<file path="config.mk">
export PLATFORM = sky130hd
export DESIGN_NAME = input_debouncer_flat
export DESIGN_NICKNAME = d
export VERILOG_FILES = /design/src/rtl/io_pkg.sv /design/src/rtl/input_debouncer_if.sv /design/src/rtl/debounce_bit.sv /design/src/rtl/input_debouncer.sv /design/src/flat_wrapper.sv
export SDC_FILE = /design/constraint.sdc
export NUM_CORES = 1
export LEC_CHECK = 0
export ABC_CLOCK_PERIOD_IN_PS = 1200
export BUFFER_PORTS_ARGS = -buffer_cell sky130_fd_sc_hd__buf_2
export CAP_MARGIN = 20
export CORE_MARGIN = 2
export CORE_UTILIZATION = 45
export CTS_BUF_LIST = sky130_fd_sc_hd__clkbuf_4 sky130_fd_sc_hd__clkbuf_8
export DETAILED_ROUTE_END_ITERATION = 16
export PLACE_DENSITY = 0.69
export SYNTH_ARGS = -nofsm -noshare
export SYNTH_HDL_FRONTEND = slang
export SYNTH_HIERARCHICAL = 1
export SYNTH_SLANG_ARGS = --single-unit
</file>
<file path="constraint.sdc">
create_clock -name clk_i -period 1.2 [get_ports clk_i]
set_input_delay 0.12 -clock clk_i [delete_from_list [all_inputs] [get_ports clk_i]]
set_output_delay 0.12 -clock clk_i [all_outputs]
set_load 0.02 [all_outputs]
</file>
<file path="src/rtl/io_pkg.sv">
// Shared board-I/O definitions used by the input debouncer and the buttons peripheral.
// Contents: default input counts, push-bit index map (MSB first), and a
// ceiling-log2 helper for sizing counters.
package io_pkg;

    localparam int unsigned N_PUSH_DEF = 10;
    localparam int unsigned N_SW_DEF   = 8;

    // Push bit positions, MSB first
    localparam int unsigned PUSH_TOP         = 9;
    localparam int unsigned PUSH_BOTTOM      = 8;
    localparam int unsigned PUSH_LEFT        = 7;
    localparam int unsigned PUSH_RIGHT       = 6;
    localparam int unsigned PUSH_CENTER      = 5;
    localparam int unsigned PUSH_JOY_UP      = 4;
    localparam int unsigned PUSH_JOY_DOWN    = 3;
    localparam int unsigned PUSH_JOY_LEFT    = 2;
    localparam int unsigned PUSH_JOY_RIGHT   = 1;
    localparam int unsigned PUSH_JOY_PRESSED = 0;

    // Number of bits needed to hold values 0..value-1
    function automatic int unsigned clog2(input int unsigned value);
        int unsigned r;
        r = 0;
        for (int unsigned v = value - 1; v != 0; v = v >> 1) begin
            r = r + 1;
        end
        return r;
    endfunction

endpackage

</file>
<file path="src/rtl/input_debouncer_if.sv">
// Pin-side / debouncer-side bundle for the input debouncer.
//   push_i, switch_i           : raw asynchronous board inputs
//   push_level_o, switch_level_o: debounced levels
//   push_rise_o, push_fall_o   : one-cycle edge pulses on debounced push levels
//   event_o                    : OR of push rise pulses
// master = pin/consumer side, slave = debouncer.
interface input_debouncer_if
    import io_pkg::*;
#(
    parameter int unsigned N_PUSH = N_PUSH_DEF,
    parameter int unsigned N_SW   = N_SW_DEF
);

    logic [N_PUSH-1:0] push_i;
    logic [N_SW-1:0]   switch_i;
    logic [N_PUSH-1:0] push_level_o;
    logic [N_PUSH-1:0] push_rise_o;
    logic [N_PUSH-1:0] push_fall_o;
    logic [N_SW-1:0]   switch_level_o;
    logic              event_o;

    modport master (
        output push_i,
        output switch_i,
        input  push_level_o,
        input  push_rise_o,
        input  push_fall_o,
        input  switch_level_o,
        input  event_o
    );

    modport slave (
        input  push_i,
        input  switch_i,
        output push_level_o,
        output push_rise_o,
        output push_fall_o,
        output switch_level_o,
        output event_o
    );

endinterface

</file>
<file path="src/rtl/debounce_bit.sv">
// One-bit input conditioner: two-flop synchroniser, stable-count filter and
// registered rise/fall pulses.
//   clk_i, rst_i  : clock, asynchronous active-high reset
//   tick_i        : filter sample qualifier from the shared prescaler
//   raw_i         : asynchronous raw input
//   level_o       : debounced level
//   rise_o/fall_o : one-cycle pulses coincident with the level change
//   rise_next_c   : combinational rise pulse one cycle early (for shared event flop)
module debounce_bit
    import io_pkg::*;
#(
    parameter int unsigned DEBOUNCE_CYCLES = 16
) (
    input  logic clk_i,
    input  logic rst_i,
    input  logic tick_i,
    input  logic raw_i,
    output logic level_o,
    output logic rise_o,
    output logic fall_o,
    output logic rise_next_c
);

    localparam int unsigned      CNT_W    = clog2(DEBOUNCE_CYCLES + 1);
    localparam logic [CNT_W-1:0] CNT_LAST = CNT_W'(DEBOUNCE_CYCLES - 1);

    logic             s1_q, s1_d;
    logic             s2_q, s2_d;
    logic             stable_q, stable_d;
    logic [CNT_W-1:0] cnt_q, cnt_d;
    logic             rise_q, rise_d;
    logic             fall_q, fall_d;

    // Next-state: any agreement with the stable level wipes progress, so a
    // single-cycle glitch restarts the whole window.
    always_comb begin
        s1_d     = raw_i;
        s2_d     = s1_q;
        stable_d = stable_q;
        cnt_d    = cnt_q;
        rise_d   = 1'b0;
        fall_d   = 1'b0;
        if (s2_q == stable_q) begin
            cnt_d = '0;
        end else if (tick_i) begin
            if (cnt_q == CNT_LAST) begin
                stable_d = s2_q;
                cnt_d    = '0;
                rise_d   = s2_q;
                fall_d   = ~s2_q;
            end else begin
                cnt_d = cnt_q + CNT_W'(1);
            end
        end
    end

    always_ff @(posedge clk_i or posedge rst_i) begin
        if (rst_i) begin
            s1_q     <= 1'b0;
            s2_q     <= 1'b0;
            stable_q <= 1'b0;
            cnt_q    <= '0;
            rise_q   <= 1'b0;
            fall_q   <= 1'b0;
        end else begin
            s1_q     <= s1_d;
            s2_q     <= s2_d;
            stable_q <= stable_d;
            cnt_q    <= cnt_d;
            rise_q   <= rise_d;
            fall_q   <= fall_d;
        end
    end

    assign level_o     = stable_q;
    assign rise_o      = rise_q;
    assign fall_o      = fall_q;
    assign rise_next_c = rise_d;

endmodule

</file>
<file path="src/rtl/input_debouncer.sv">
// Board input conditioner: synchronises and debounces N_PUSH push inputs and
// N_SW DIP switches, producing clean levels, push edge pulses and an event
// flag on any push rise.
//   clk_i : CPU clock
//   rst_i : asynchronous active-high reset
//   bus   : input_debouncer_if slave (raw inputs in, conditioned outputs out)
module input_debouncer
    import io_pkg::*;
#(
    parameter int unsigned N_PUSH          = N_PUSH_DEF,
    parameter int unsigned N_SW            = N_SW_DEF,
    parameter int unsigned DEBOUNCE_CYCLES = 16,
    parameter int unsigned PRESCALE        = 1
) (
    input  logic               clk_i,
    input  logic               rst_i,
    input_debouncer_if.slave   bus
);

    localparam int unsigned   PS_W    = clog2(PRESCALE + 1);
    localparam logic [PS_W-1:0] PS_LAST = PS_W'(PRESCALE - 1);

    logic [PS_W-1:0]   ps_q, ps_d;
    logic              tick_c;
    logic              event_q, event_d;

    logic [N_PUSH-1:0] push_level;
    logic [N_PUSH-1:0] push_rise;
    logic [N_PUSH-1:0] push_fall;
    logic [N_PUSH-1:0] push_rise_next;
    logic [N_SW-1:0]   sw_level;
    logic [N_SW-1:0]   sw_rise_unused;
    logic [N_SW-1:0]   sw_fall_unused;
    logic [N_SW-1:0]   sw_next_unused;

    // Shared tick generator; with PRESCALE=1 the counter stays at 0 and tick is constant
    always_comb begin
        tick_c = (ps_q == PS_LAST);
        ps_d   = tick_c ? '0 : ps_q + PS_W'(1);
    end

    // Event flop fed by the pulses' next-state so it lines up with push_rise_o
    always_comb begin
        event_d = |push_rise_next;
    end

    always_ff @(posedge clk_i or posedge rst_i) begin
        if (rst_i) begin
            ps_q    <= '0;
            event_q <= 1'b0;
        end else begin
            ps_q    <= ps_d;
            event_q <= event_d;
        end
    end

    for (genvar i = 0; i < int'(N_PUSH); i++) begin : g_push
        debounce_bit #(
            .DEBOUNCE_CYCLES (DEBOUNCE_CYCLES)
        ) u_bit (
            .clk_i       (clk_i),
            .rst_i       (rst_i),
            .tick_i      (tick_c),
            .raw_i       (bus.push_i[i]),
            .level_o     (push_level[i]),
            .rise_o      (push_rise[i]),
            .fall_o      (push_fall[i]),
            .rise_next_c (push_rise_next[i])
        );
    end

    // Switches reuse the same filter; their pulses have no consumer
    for (genvar i = 0; i < int'(N_SW); i++) begin : g_sw
        debounce_bit #(
            .DEBOUNCE_CYCLES (DEBOUNCE_CYCLES)
        ) u_bit (
            .clk_i       (clk_i),
            .rst_i       (rst_i),
            .tick_i      (tick_c),
            .raw_i       (bus.switch_i[i]),
            .level_o     (sw_level[i]),
            .rise_o      (sw_rise_unused[i]),
            .fall_o      (sw_fall_unused[i]),
            .rise_next_c (sw_next_unused[i])
        );
    end

    assign bus.push_level_o   = push_level;
    assign bus.push_rise_o    = push_rise;
    assign bus.push_fall_o    = push_fall;
    assign bus.switch_level_o = sw_level;
    assign bus.event_o        = event_q;

endmodule

</file>
<file path="src/flat_wrapper.sv">
// flat-port wrapper written by rule: the top's interface ports become plain ports
module input_debouncer_flat import io_pkg::*;
#(
    parameter int unsigned N_PUSH          = N_PUSH_DEF,
    parameter int unsigned N_SW            = N_SW_DEF,
    parameter int unsigned DEBOUNCE_CYCLES = 16,
    parameter int unsigned PRESCALE        = 1
)
  (clk_i, rst_i, bus_push_i, bus_switch_i, bus_push_level_o, bus_push_rise_o, bus_push_fall_o, bus_switch_level_o, bus_event_o);
  input_debouncer_if #(.N_PUSH(N_PUSH), .N_SW(N_SW)) bus_i ();
  input  logic clk_i;
  input  logic rst_i;
  input wire logic [$bits(bus_i.push_i)-1:0] bus_push_i;
  input wire logic [$bits(bus_i.switch_i)-1:0] bus_switch_i;
  output wire logic [$bits(bus_i.push_level_o)-1:0] bus_push_level_o;
  output wire logic [$bits(bus_i.push_rise_o)-1:0] bus_push_rise_o;
  output wire logic [$bits(bus_i.push_fall_o)-1:0] bus_push_fall_o;
  output wire logic [$bits(bus_i.switch_level_o)-1:0] bus_switch_level_o;
  output wire logic [$bits(bus_i.event_o)-1:0] bus_event_o;
  assign bus_i.push_i = bus_push_i;
  assign bus_i.switch_i = bus_switch_i;
  assign bus_push_level_o = bus_i.push_level_o;
  assign bus_push_rise_o = bus_i.push_rise_o;
  assign bus_push_fall_o = bus_i.push_fall_o;
  assign bus_switch_level_o = bus_i.switch_level_o;
  assign bus_event_o = bus_i.event_o;
  input_debouncer #(.N_PUSH(N_PUSH), .N_SW(N_SW), .DEBOUNCE_CYCLES(DEBOUNCE_CYCLES), .PRESCALE(PRESCALE)) u_core (.clk_i(clk_i), .rst_i(rst_i), .bus(bus_i));
endmodule
</file>
### Word level (Yosys, flattened, before mapping)

Index checks and enable logic that the tools add are counted.

| word-level totals | value |
|---|---|
| register bits after elaboration | 166 |
| output and inout port bits | 39 |

| operators by class | value |
|---|---|
| add/sub/neg operators | 19 |
| equality and inequality tests | 54 |
| muxes and demuxes | 115 |
| bitwise operators | 29 |
| reductions and logical operators | 19 |

Operators by type and width:

| kind | number |
|---|---|
| 5-bit two-way mux | 54 |
| 5-bit by 1-bit adder with 5-bit output, second input constant | 18 |
| 5-bit by 4-bit == test with 1-bit output, second input constant | 18 |
| 1-bit two-way mux | 61 |
| 3-bit AND reduction | 18 |
| 2-bit != test, second input constant | 18 |
| 1-bit inverter | 29 |
| 1-bit == test | 18 |
| 10-bit OR reduction | 1 |
| 1-bit adder, second input constant | 1 |

### Depth between registers and ports, before layout

Gate-level depths: netlist (run 1).

| logic depth | value |
|---|---|
| depth after elaboration | 5 |
| gate-level depth with buffers | 5 |
| mapped depth without buffers | 5 |

### Hierarchy

The synthesis (run 1) kept the hierarchy.

By module, submodules not included:

| module | instances | cells each | area an instance (um^2) | sequential area each (um^2) |
|---|---|---|---|---|
| debounce_bit | 18 | 35 | 426.7 | 250.2 |
| input_debouncer | 1 | 7 | 53.8 | 25.0 |

### Worst setup path before layout (run 1)

OpenSTA, ideal clock, no wires.

| timing | value |
|---|---|
| path kind | reg2reg |
| from | register u_core.g_push[1].u_bit.cnt_q[0] |
| to | register u_core.event_q (netlist: u_core/bus.event_o) |
| arrival time | 1,198 ps |
| data required time | 1,067 ps |
| slack | -131 ps |
| cell stages (with the launch flop) | 6 |
| period minus slack after synthesis | 1,331 ps |
| path through | dfrtp_1 ha_1 nand4b_1 nor3_1 nor4_1 nand3_1 |

| between the ends | value |
|---|---|
| longest elaborated chain between the ends | 5 |

Ends and longest elaborated chain:

| item | line | RTL |
|---|---|---|
| from (decl) | debounce_bit.sv:30 | `logic [CNT_W-1:0] cnt_q, cnt_d;` |
| from (signal assigned) | debounce_bit.sv:69 | `cnt_q <= cnt_d;` |
| 5-bit by 4-bit == test with 1-bit output | debounce_bit.sv:46 | `if (cnt_q == CNT_LAST) begin` |
| 1-bit two-way mux | debounce_bit.sv:46 |  |
| 1-bit two-way mux | debounce_bit.sv:45 | `end else if (tick_i) begin` |
| 1-bit two-way mux | debounce_bit.sv:43 | `if (s2_q == stable_q) begin` |
| via u_core.push_rise_next[1] | input_debouncer.sv:30 | `logic [N_PUSH-1:0] push_rise_next;` |
| 10-bit OR reduction | input_debouncer.sv:44 | `event_d = \|push_rise_next;` |
| via u_core.event_d | input_debouncer.sv:25 | `logic event_q, event_d;` |
| to (signal assigned) | input_debouncer.sv:53 | `event_q <= event_d;` |
| to (decl) | input_debouncer.sv:25 |  |

The timed path passes the listed nets, and every way through them passes these cells.
A chain may end at the register's enable or synchronous reset.

### Worst setup path after layout (run 1)

| timing | value |
|---|---|
| from | register u_core.g_push[0].u_bit.cnt_q[1] |
| to | register u_core.event_q (netlist: u_core/bus.event_o) |

| between the ends | value |
|---|---|
| longest elaborated chain between the ends | 5 |

Ends and longest elaborated chain:

| item | line |
|---|---|
| from (decl) | debounce_bit.sv:30 |
| from (signal assigned) | debounce_bit.sv:69 |
| 5-bit by 4-bit == test with 1-bit output | debounce_bit.sv:46 |
| 1-bit two-way mux | debounce_bit.sv:46 |
| 1-bit two-way mux | debounce_bit.sv:45 |
| 1-bit two-way mux | debounce_bit.sv:43 |
| via u_core.push_rise_next[0] | input_debouncer.sv:30 |
| 10-bit OR reduction | input_debouncer.sv:44 |
| via u_core.event_d | input_debouncer.sv:25 |

The timed path passes the listed nets, and every way through them passes these cells.

==> flow_metrics.tcl, run 1 <==
set metrics [dict create \
    rsz0062_at_grt "yes" \
    die-height_um 130 \
    r2r_slack_ns -0.29 \
    p_clk_share_pct 37.4 \
    avgSynthCellArea_um2 12.0 \
    fin_util_pct 66.1 \
    setup_slack_ns -0.286 \
    area_growth_pct 44.8 \
    syn_area_um2 7190 \
    min_period_over_period_pct 124 \
    core_area_um2 15800 \
    clockBufferDepth 2 \
    peakVddDrop_mv 0.801 \
    setup_viol 48 \
    final_cells 1073 \
    antenna_found_initial 0 \
    netSwitchingPower_w 0.00272 \
    reg2reg_depth 6 \
    route.vias.total 5560 \
    grt_pass1_vias 5656 \
    hold_class "in -> async" \
    io_buffers 58 \
    crit_end "u_core/bus.event_o$_DFF_PP0_" \
    finalHoldViolCount 0 \
    htreeDepth 4 \
    final_nets 883 \
    place_hpwl_um 10600 \
    grt_max_degree 20 \
    p_per_area_nw_per_um2 1050 \
    crit_path_start_kind "flip-flop" \
    dieArea_um2 17000 \
    r2r_start "u_core/g_push[0].u_bit/cnt_q[1]$_DFFE_PP0P_" \
    cp.arrival_ns 1.82 \
    ys_warn_count 6 \
    cts_tree "yes" \
    seqPwrFrac_pct 53.2 \
    internal-power_w 0.00824 \
    p_sw_share_pct 24.8 \
    totalWireLength_um 16900 \
    numCtsBuffers 17 \
    cellLeakagePower_nw 4.99 \
    drtPass1Iterations 4 \
    antenna_cells 0 \
    numClockSinks 165 \
    tightestPinTransition_ns 0.530 \
    crit_fanout 2 \
    hold_slack_ns 0.288 \
    clock_latency_ns 0.45 \
    path_clk_slew_ns 0.09 \
    grt_first_pass_wirelength_um 26500 \
    wl_per_cell_um 15.7 \
    routabilityCongestion 0.859 \
    synth_cells 597 \
    r2r-end "u_core/bus.event_o$_DFF_PP0_" \
    start_util_pct 45.6 \
    end_kind "flip-flop" \
    detail-route-antenna-nets 0 \
    drv_slew 0 \
    drive_gt1_share_pct 45.9 \
    dpl-instance-area_um2 8410 \
    drcViolationCount 0 \
    critical_path_required_ns 1.53 \
    track_usage_pct 19.7 \
    skew_ns 0.0145 \
    post-place-cells 969 \
    max_clock_freq_mhz 673 \
    pin_count 59 \
    criticalPathCategory "reg -> reg" \
    power_w 0.0110 \
    row_count 46 \
    outcome "finished with violations" \
    power_frac_comb_pct 9.3 \
    routed_via_density 5.18 \
    drtIter0Drc 286 \
    die_width_um 130 \
    drv_cap 0 \
    cts_root_buf "clkbuf_8" \
    failed_checks "setup timing" \
    slew_headroom_pct 64.7 \
    min_period_ns 1.49 \
    grt-ovfl-total 0 \
    startpoint "u_core/g_push[0].u_bit/cnt_q[1]$_DFFE_PP0P_" \
    stdcell_area_um2 10400 \
]
-- power by group through the flow --
stage	clock, W	sequential [W]	combinational, W
after global placement	0	0.00590	0.000711
after floorplan	0	0.00593	0.000469
after CTS	0.00421	0.00582	0.000858
final	0.00411	0.00584	0.00103
after global routing	0.00447	0.00586	0.00114
after detailed placement	0	0.00591	0.000756
-- critical path, cell delays in order (launching register included) --
cell and delay (ns):
dfrtp_1 0.39, ha_2 0.19, nand4b_1 0.14, nor3_2 0.07
nor4_2 0.33, buf_4 0.18, nand3_2 0.05
-- worst min path at each step --
stage,cells past startpoint,startpoint,slack (ns),end
after global routing,3,rst_i,0.28,u_core/bus.event_o$_DFF_PP0_
after floorplan,1,rst_i,-0.15,u_core/bus.event_o$_DFF_PP0_
after detailed placement,2,rst_i,0.22,u_core/bus.event_o$_DFF_PP0_
final,3,rst_i,0.29,u_core/bus.event_o$_DFF_PP0_
after global placement,2,rst_i,0.22,u_core/bus.event_o$_DFF_PP0_
after CTS,3,rst_i,0.27,u_core/bus.event_o$_DFF_PP0_
-- metrics by stage --
step | setup TNS, ns | setup slack (ns)
after floorplan | -0.300 | -0.0753
after global placement | -0.541 | -0.210
after detailed placement | -2.09 | -0.273
after CTS | -2.03 | -0.214
after global routing | -6.80 | -0.340
final | -3.37 | -0.286
-- routing by layer --
layer  up-vias  share of wire [%]  wire [um]  track usage (%)
met2        96                 54       9100             34.4
met1      2815                 41       6940             23.9
met3        24                3.1        524             4.97
met5         -                  0          0                0
li1       2625                  -          -                -
met4         0                1.7        291             6.63
-- registers in the layout (all words and copies together) (netlist names) --
register / count
u_core/g_push.u_bit/cnt_q: 50
u_core/g_sw.u_bit/cnt_q: 40
u_core/g_push.u_bit/fall_o: 10
u_core/g_push.u_bit/level_o: 10
u_core/g_push.u_bit/rise_o: 10
u_core/g_push.u_bit/s1_q: 10
u_core/g_push.u_bit/s2_q: 10
u_core/g_sw.u_bit/level_o: 8
u_core/g_sw.u_bit/s1_q: 8
u_core/g_sw.u_bit/s2_q: 8
u_core/bus.event_o: 1
-- layout make-up --
cell class              count  area (um^2)
multi-input cells         412         3770
clock buffers              22          284
fillers                  1169         5350
inverters                  19         71.3
well taps                 216          270
clock inverters             9          118
repair buffers            230         1770
flip-flops and latches    165         4140
-- what timing repair did --
action / in CTS / in global routing
resized for setup: 92 / 114
hold buffers: 19 / 0
endpoints found under the hold margin: 183 / 0
setup buffers: 24 / 39
pin swaps: 42 / 71
setup endpoints to repair: 54 / 90
-- cells in the final DEF (no fill, tap or decap), types with 19 or more instances in the layout --
cell type,count
a21oi_1,20
buf_2,48
buf_4,132
buf_6,31
clkbuf_8,19
dfrtp_1,160
dlygate4sd3_1,19
inv_1,19
nand2_1,35
nand2b_1,36
nand3_1,25
nor2_1,19
Power figures use the tool's default switching activity.
==> run 2, diff against run 1 <==
--- a/config.mk
+++ b/config.mk
@@ -9,10 +9,10 @@
 export BUFFER_PORTS_ARGS = -buffer_cell sky130_fd_sc_hd__buf_2
 export CAP_MARGIN = 20
 export CORE_MARGIN = 2
-export CORE_UTILIZATION = 45
+export CORE_UTILIZATION = 35
 export CTS_BUF_LIST = sky130_fd_sc_hd__clkbuf_4 sky130_fd_sc_hd__clkbuf_8
 export DETAILED_ROUTE_END_ITERATION = 16
-export PLACE_DENSITY = 0.69
+export PLACE_DENSITY_LB_ADDON = 0.08
 export SYNTH_ARGS = -nofsm -noshare
 export SYNTH_HDL_FRONTEND = slang
 export SYNTH_HIERARCHICAL = 1
==> flow_metrics.tcl, run 2 (same netlist as run 1, synthesis figures left out) <==
set metrics [dict create \
    multi_input_area_um2 3720 \
    start_util_pct 35.5 \
    crit_path_start_kind "flip-flop" \
    drtIter0Drc 269 \
    cp_cell_sequence "ha_2 > nand4b_1 > nor3_2 > nor4_2 > buf_4 > nand3_2" \
    place_hpwl_um 10500 \
    drv_cap 0 \
    fillers 1809 \
    criticalPathCategory "reg -> reg" \
    cp.arrival_ns 1.76 \
    finalHoldViolCount 0 \
    numClockSinks 165 \
    core_area_um2 20200 \
    path_clk_slew_ns 0.09 \
    route.vias.total 5496 \
    cellLeakagePower_nw 5.03 \
    routed_via_density 4.86 \
    min_period_ns 1.43 \
    failed_checks "setup timing" \
    final_cells 1132 \
    setup_slack_ns -0.233 \
    track_usage_pct 14.8 \
    met1Wirelength_um 7190 \
    dieArea_um2 21700 \
    layout_common_cells "158 x dfrtp_1, 141 x buf_4, 43 x buf_2" \
    wl_met2_um 8430 \
    highest_layer "met4" \
    setup_tns_ns -1.85 \
    antenna_found_initial 0 \
    skew_ns 0.0126 \
    critical_path_required_ns 1.53 \
    area_growth_pct 45.6 \
    mostFrequentLayoutCell "dfrtp_1" \
    rsz0062_at_grt "yes" \
    cts_tree "yes" \
    met3_length_um 440 \
    routabilityCongestion 0.793 \
    min_period_over_period_pct 119 \
    setup_viol 36 \
    io_buffers 58 \
    cts_root_buf "clkbuf_8" \
    wl_per_cell_um 14.3 \
    clockBufferDepth 2 \
    pin_count 59 \
    totalWireLength_um 16200 \
    drtPass1Iterations 4 \
    r2r_slack_ns -0.23 \
    grt_pass1_vias 5554 \
    die_width_um 147 \
    tightestPinTransition_ns 0.535 \
    grt_first_pass_wirelength_um 25900 \
    drcViolationCount 0 \
    peakVddDrop_mv 0.588 \
    max_clock_freq_mhz 698 \
    critPathMaxStageDelay_ns 0.39 \
    htreeDepth 4 \
    slew_headroom_pct 64.3 \
    detail-route-antenna-nets 0 \
    crit_fanout 2 \
    end_kind "flip-flop" \
    grt_max_degree 20 \
    clock_latency_ns 0.45 \
    grt-ovfl-total 0 \
    row_count 52 \
    numCtsBuffers 17 \
    final_nets 887 \
    reg.largest.list "u_core/g_push.u_bit/cnt_q x50, u_core/g_sw.u_bit/cnt_q x40" \
    seqCellArea_um2 4140 \
    drive_gt1_share_pct 45.5 \
    antenna_cells 0 \
    largest_reg_flops 50 \
    die-height_um 147 \
    crit_slowest_cell "dfrtp_1" \
    hold_class "in -> async" \
    p_per_area_nw_per_um2 1030 \
    outcome "finished with violations" \
    post-place-cells 1029 \
    regMostFlops "u_core/g_push.u_bit/cnt_q" \
    drv_slew 0 \
]
run 2: cell types whose count changed in the layout (fill, tap and decap cells not counted), sizes merged:
| cell | before | now |
|---|---|---|
| buf | 211 | 215 |
| clkbuf | 22 | 18 |
| clkinvlp | 0 | 2 |
| inv | 23 | 27 |
| bufinv | 2 | 1 |
run 2: power by group:
part | switching, W | internal (W) | total [W]
Sequential | 0.000136 | 0.00570 | 0.00584
Combinational | 0.000512 | 0.000476 | 0.000988
Clock | 0.00220 | 0.00173 | 0.00392
Total | 0.00285 | 0.00791 | 0.0108
run 2: cell type report:
type                    instances  share of cell area, %
multi-input cells             412                   35.5
flip-flops and latches        165                   39.5
clock inverters                14                   1.34
well taps                     270                   3.23
repair buffers                234                   17.4
clock buffers                  18                   2.31
inverters                      19                  0.681
run 2: worst max-delay path, delay by kind of cell (launching register included):
kind          cells  cell delay [ns]
buf+inv           1             0.17
simple gates      4             0.57
flops             1             0.39
fa+ha+maj         1             0.20
run 2: per-stage QoR:
stage                     utilization, %  total power (W)  instance area (um^2)  hold WS [ns]  setup slack (ns)
after CTS                           47.9           0.0108                  9700         0.264            -0.280
after global placement              42.1          0.00663                  8530         0.225            -0.411
after detailed placement            42.1          0.00667                  8530         0.226            -0.437
final                               51.7           0.0108                 10500         0.297            -0.233
after floorplan                        -          0.00640                  7310        -0.151           -0.0753
after global routing                51.7           0.0113                 10500         0.262            -0.313
run 2: layer usage:
metal | global-route usage (%) | vias to the layer above
li1 | - | 2638
met1 | 18.4 | 2789
met2 | 25.1 | 55
met3 | 4.16 | 14
met4 | 4.42 | 0
met5 | 0 | -
run 2: path summary, 6_finish.rpt:
path / cells past startpoint / start / endpoint
max in group asynchronous: 3 / rst_i / u_core/g_push[4].u_bit/level_o$_DFFE_PP0P_
max reg2reg: 6 / u_core/g_push[0].u_bit/cnt_q[1]$_DFFE_PP0P_ / u_core/bus.event_o$_DFF_PP0_
min: 3 / rst_i / u_core/bus.event_o$_DFF_PP0_
max: 6 / u_core/g_push[0].u_bit/cnt_q[1]$_DFFE_PP0P_ / u_core/bus.event_o$_DFF_PP0_
min in group clk_i: 2 / bus_switch_i[4] / u_core/g_sw[4].u_bit/s1_q$_DFF_PP0_
min reg2reg: 0 / u_core/g_sw[0].u_bit/s1_q$_DFF_PP0_ / u_core/g_sw[0].u_bit/s2_q$_DFF_PP0_
run 2: what timing repair did:
action,CTS,global route
hold buffers,19,0
resized for setup,82,119
pin swaps,26,77
setup endpoints to repair,52,98
setup buffers,26,32
endpoints found under the hold margin,183,0
==> run 3, diff against run 2 <==
--- a/config.mk
+++ b/config.mk
@@ -12,6 +12,7 @@
 export CORE_UTILIZATION = 35
 export CTS_BUF_LIST = sky130_fd_sc_hd__clkbuf_4 sky130_fd_sc_hd__clkbuf_8
 export DETAILED_ROUTE_END_ITERATION = 16
+export GPL_TIMING_DRIVEN = 0
 export PLACE_DENSITY_LB_ADDON = 0.08
 export SYNTH_ARGS = -nofsm -noshare
 export SYNTH_HDL_FRONTEND = slang
==> flow_metrics.tcl, run 3 (same netlist as run 1, synthesis figures left out) <==
set metrics [dict create \
    outcome "finished with violations" \
    failed_checks "setup timing" \
    dieArea_um2 21700 \
    post-place-cells 942 \
    routabilityCongestion 0.787 \
    cp.arrival_ns 1.72 \
    cts_root_buf "clkbuf_8" \
    hold_class "in -> async" \
    critPathMaxStageDelay_ns 0.39 \
    end_kind "flip-flop" \
    grt-ovfl-total 0 \
    p_per_area_nw_per_um2 1060 \
    largest_reg_flops 50 \
    grt_first_pass_wirelength_um 24700 \
    min_period_ns 1.39 \
    slew_headroom_pct 65.7 \
    drtPass1Iterations 4 \
    hold_slack_ns 0.291 \
    crit_path_start_kind "flip-flop" \
    dpl-instance-area_um2 7940 \
    setup_slack_ns -0.193 \
    path_clk_slew_ns 0.09 \
    stdcell_area_um2 10100 \
    grt_pass1_vias 5193 \
    htreeDepth 4 \
    antenna_cells 0 \
    totalWireLength_um 15300 \
    clock_latency_ns 0.45 \
    start_util_pct 35.5 \
    critical_path_required_ns 1.53 \
    final_nets 832 \
    route.vias.total 5245 \
    drive_gt1_share_pct 42.0 \
    drcViolationCount 0 \
    pin_count 59 \
    io_buffers 58 \
    drtIter0Drc 234 \
    fin_util_pct 50.0 \
    clockBufferDepth 2 \
    detail-route-antenna-nets 0 \
    cp_cell_sequence "ha_2 > nand4b_1 > nor3_4 > nor4_4 > nand3_1" \
    antenna_found_initial 0 \
    skew_ns 0.0134 \
    row_count 52 \
    wl_per_cell_um 14.2 \
    mostFrequentLayoutCell "dfrtp_1" \
    finalHoldViolCount 0 \
    routed_via_density 4.87 \
    reg.largest.list "u_core/g_push.u_bit/cnt_q x50, u_core/g_sw.u_bit/cnt_q x40" \
    cts_tree "yes" \
    crit_fanout 2 \
    power_w 0.0107 \
    layout_common_cells "154 x dfrtp_1, 80 x buf_4, 42 x buf_2" \
    numClockSinks 165 \
    area_growth_pct 40.7 \
    grt_max_degree 20 \
    die-height_um 147 \
    track_usage_pct 14.0 \
    tightestPinTransition_ns 0.515 \
    numCtsBuffers 17 \
    drv_cap 0 \
    core_area_um2 20200 \
    place_hpwl_um 9300 \
    final_cells 1077 \
    peakVddDrop_mv 0.593 \
    regMostFlops "u_core/g_push.u_bit/cnt_q" \
    setup_viol 44 \
    crit_slowest_cell "dfrtp_1" \
    fillers 1793 \
    criticalPathCategory "reg -> reg" \
    drv_slew 0 \
    die_width_um 147 \
    min_period_over_period_pct 116 \
    cellLeakagePower_nw 4.75 \
    max_clock_freq_mhz 718 \
    rsz0062_at_grt "yes" \
]
run 3: final timing paths:
path                       slack (ns)                                         end                                   startpoint  depth (start not counted)
max                             -0.19                u_core/bus.event_o$_DFF_PP0_  u_core/g_push[0].u_bit/cnt_q[0]$_DFFE_PP0P_                          5
min                              0.29                u_core/bus.event_o$_DFF_PP0_                                        rst_i                          3
max reg2reg                     -0.19                u_core/bus.event_o$_DFF_PP0_  u_core/g_push[0].u_bit/cnt_q[0]$_DFFE_PP0P_                          5
min reg2reg                      0.35       u_core/g_push[2].u_bit/s2_q$_DFF_PP0_        u_core/g_push[2].u_bit/s1_q$_DFF_PP0_                          0
max in group asynchronous        0.41  u_core/g_push[1].u_bit/level_o$_DFFE_PP0P_                                        rst_i                          3
min in group clk_i               0.30         u_core/g_sw[4].u_bit/s1_q$_DFF_PP0_                              bus_switch_i[4]                          2
run 3: report_power, final:
part	leakage, nW	internal, W	switching [W]
Clock	0.192	0.00177	0.00207
Combinational	2.38	0.000487	0.000500
Sequential	2.18	0.00570	0.000147
Total	4.75	0.00796	0.00272
run 3: per-stage QoR:
step | setup slack, ns | TNS (ns)
after floorplan | -0.0753 | -0.300
after global placement | -0.551 | -3.02
after detailed placement | -0.589 | -4.19
after CTS | -0.209 | -1.76
after global routing | -0.295 | -5.75
final | -0.193 | -2.15
run 3: layout make-up:
cell class / count / area [um^2] / share of cell area, %
plain buffers: 18 / 203 / 2.00
clock buffers: 20 / 269 / 2.66
clock inverters: 12 / 105 / 1.04
inverters: 19 / 71.3 / 0.705
multi-input cells: 412 / 3760 / 37.1
flip-flops and latches: 165 / 4140 / 40.9
well taps: 270 / 338 / 3.34
repair buffers: 161 / 1230 / 12.2
run 3: worst max-delay path: cells and delay by family (launching register included):
family,cells,cell delay [ns]
adders and majority gates,1,0.19
DFF,1,0.39
and+or+nand+nor,4,0.69
run 3: repair_timing:
item                       4_1_cts  5_1_grt
hold buffers                    19        0
resized for setup               68      123
buffers inserted                63       25
hold endpoints to repair       183        0
setup endpoints to repair       64       95
pin swaps                       41       57
run 3: layer usage:
layer / part of all wire (%) / global-route usage [%]
met3: 2.7 / 3.48
met5: 0 / 0
met4: 1.3 / 4.81
met1: 45 / 17.5
met2: 51 / 23.7
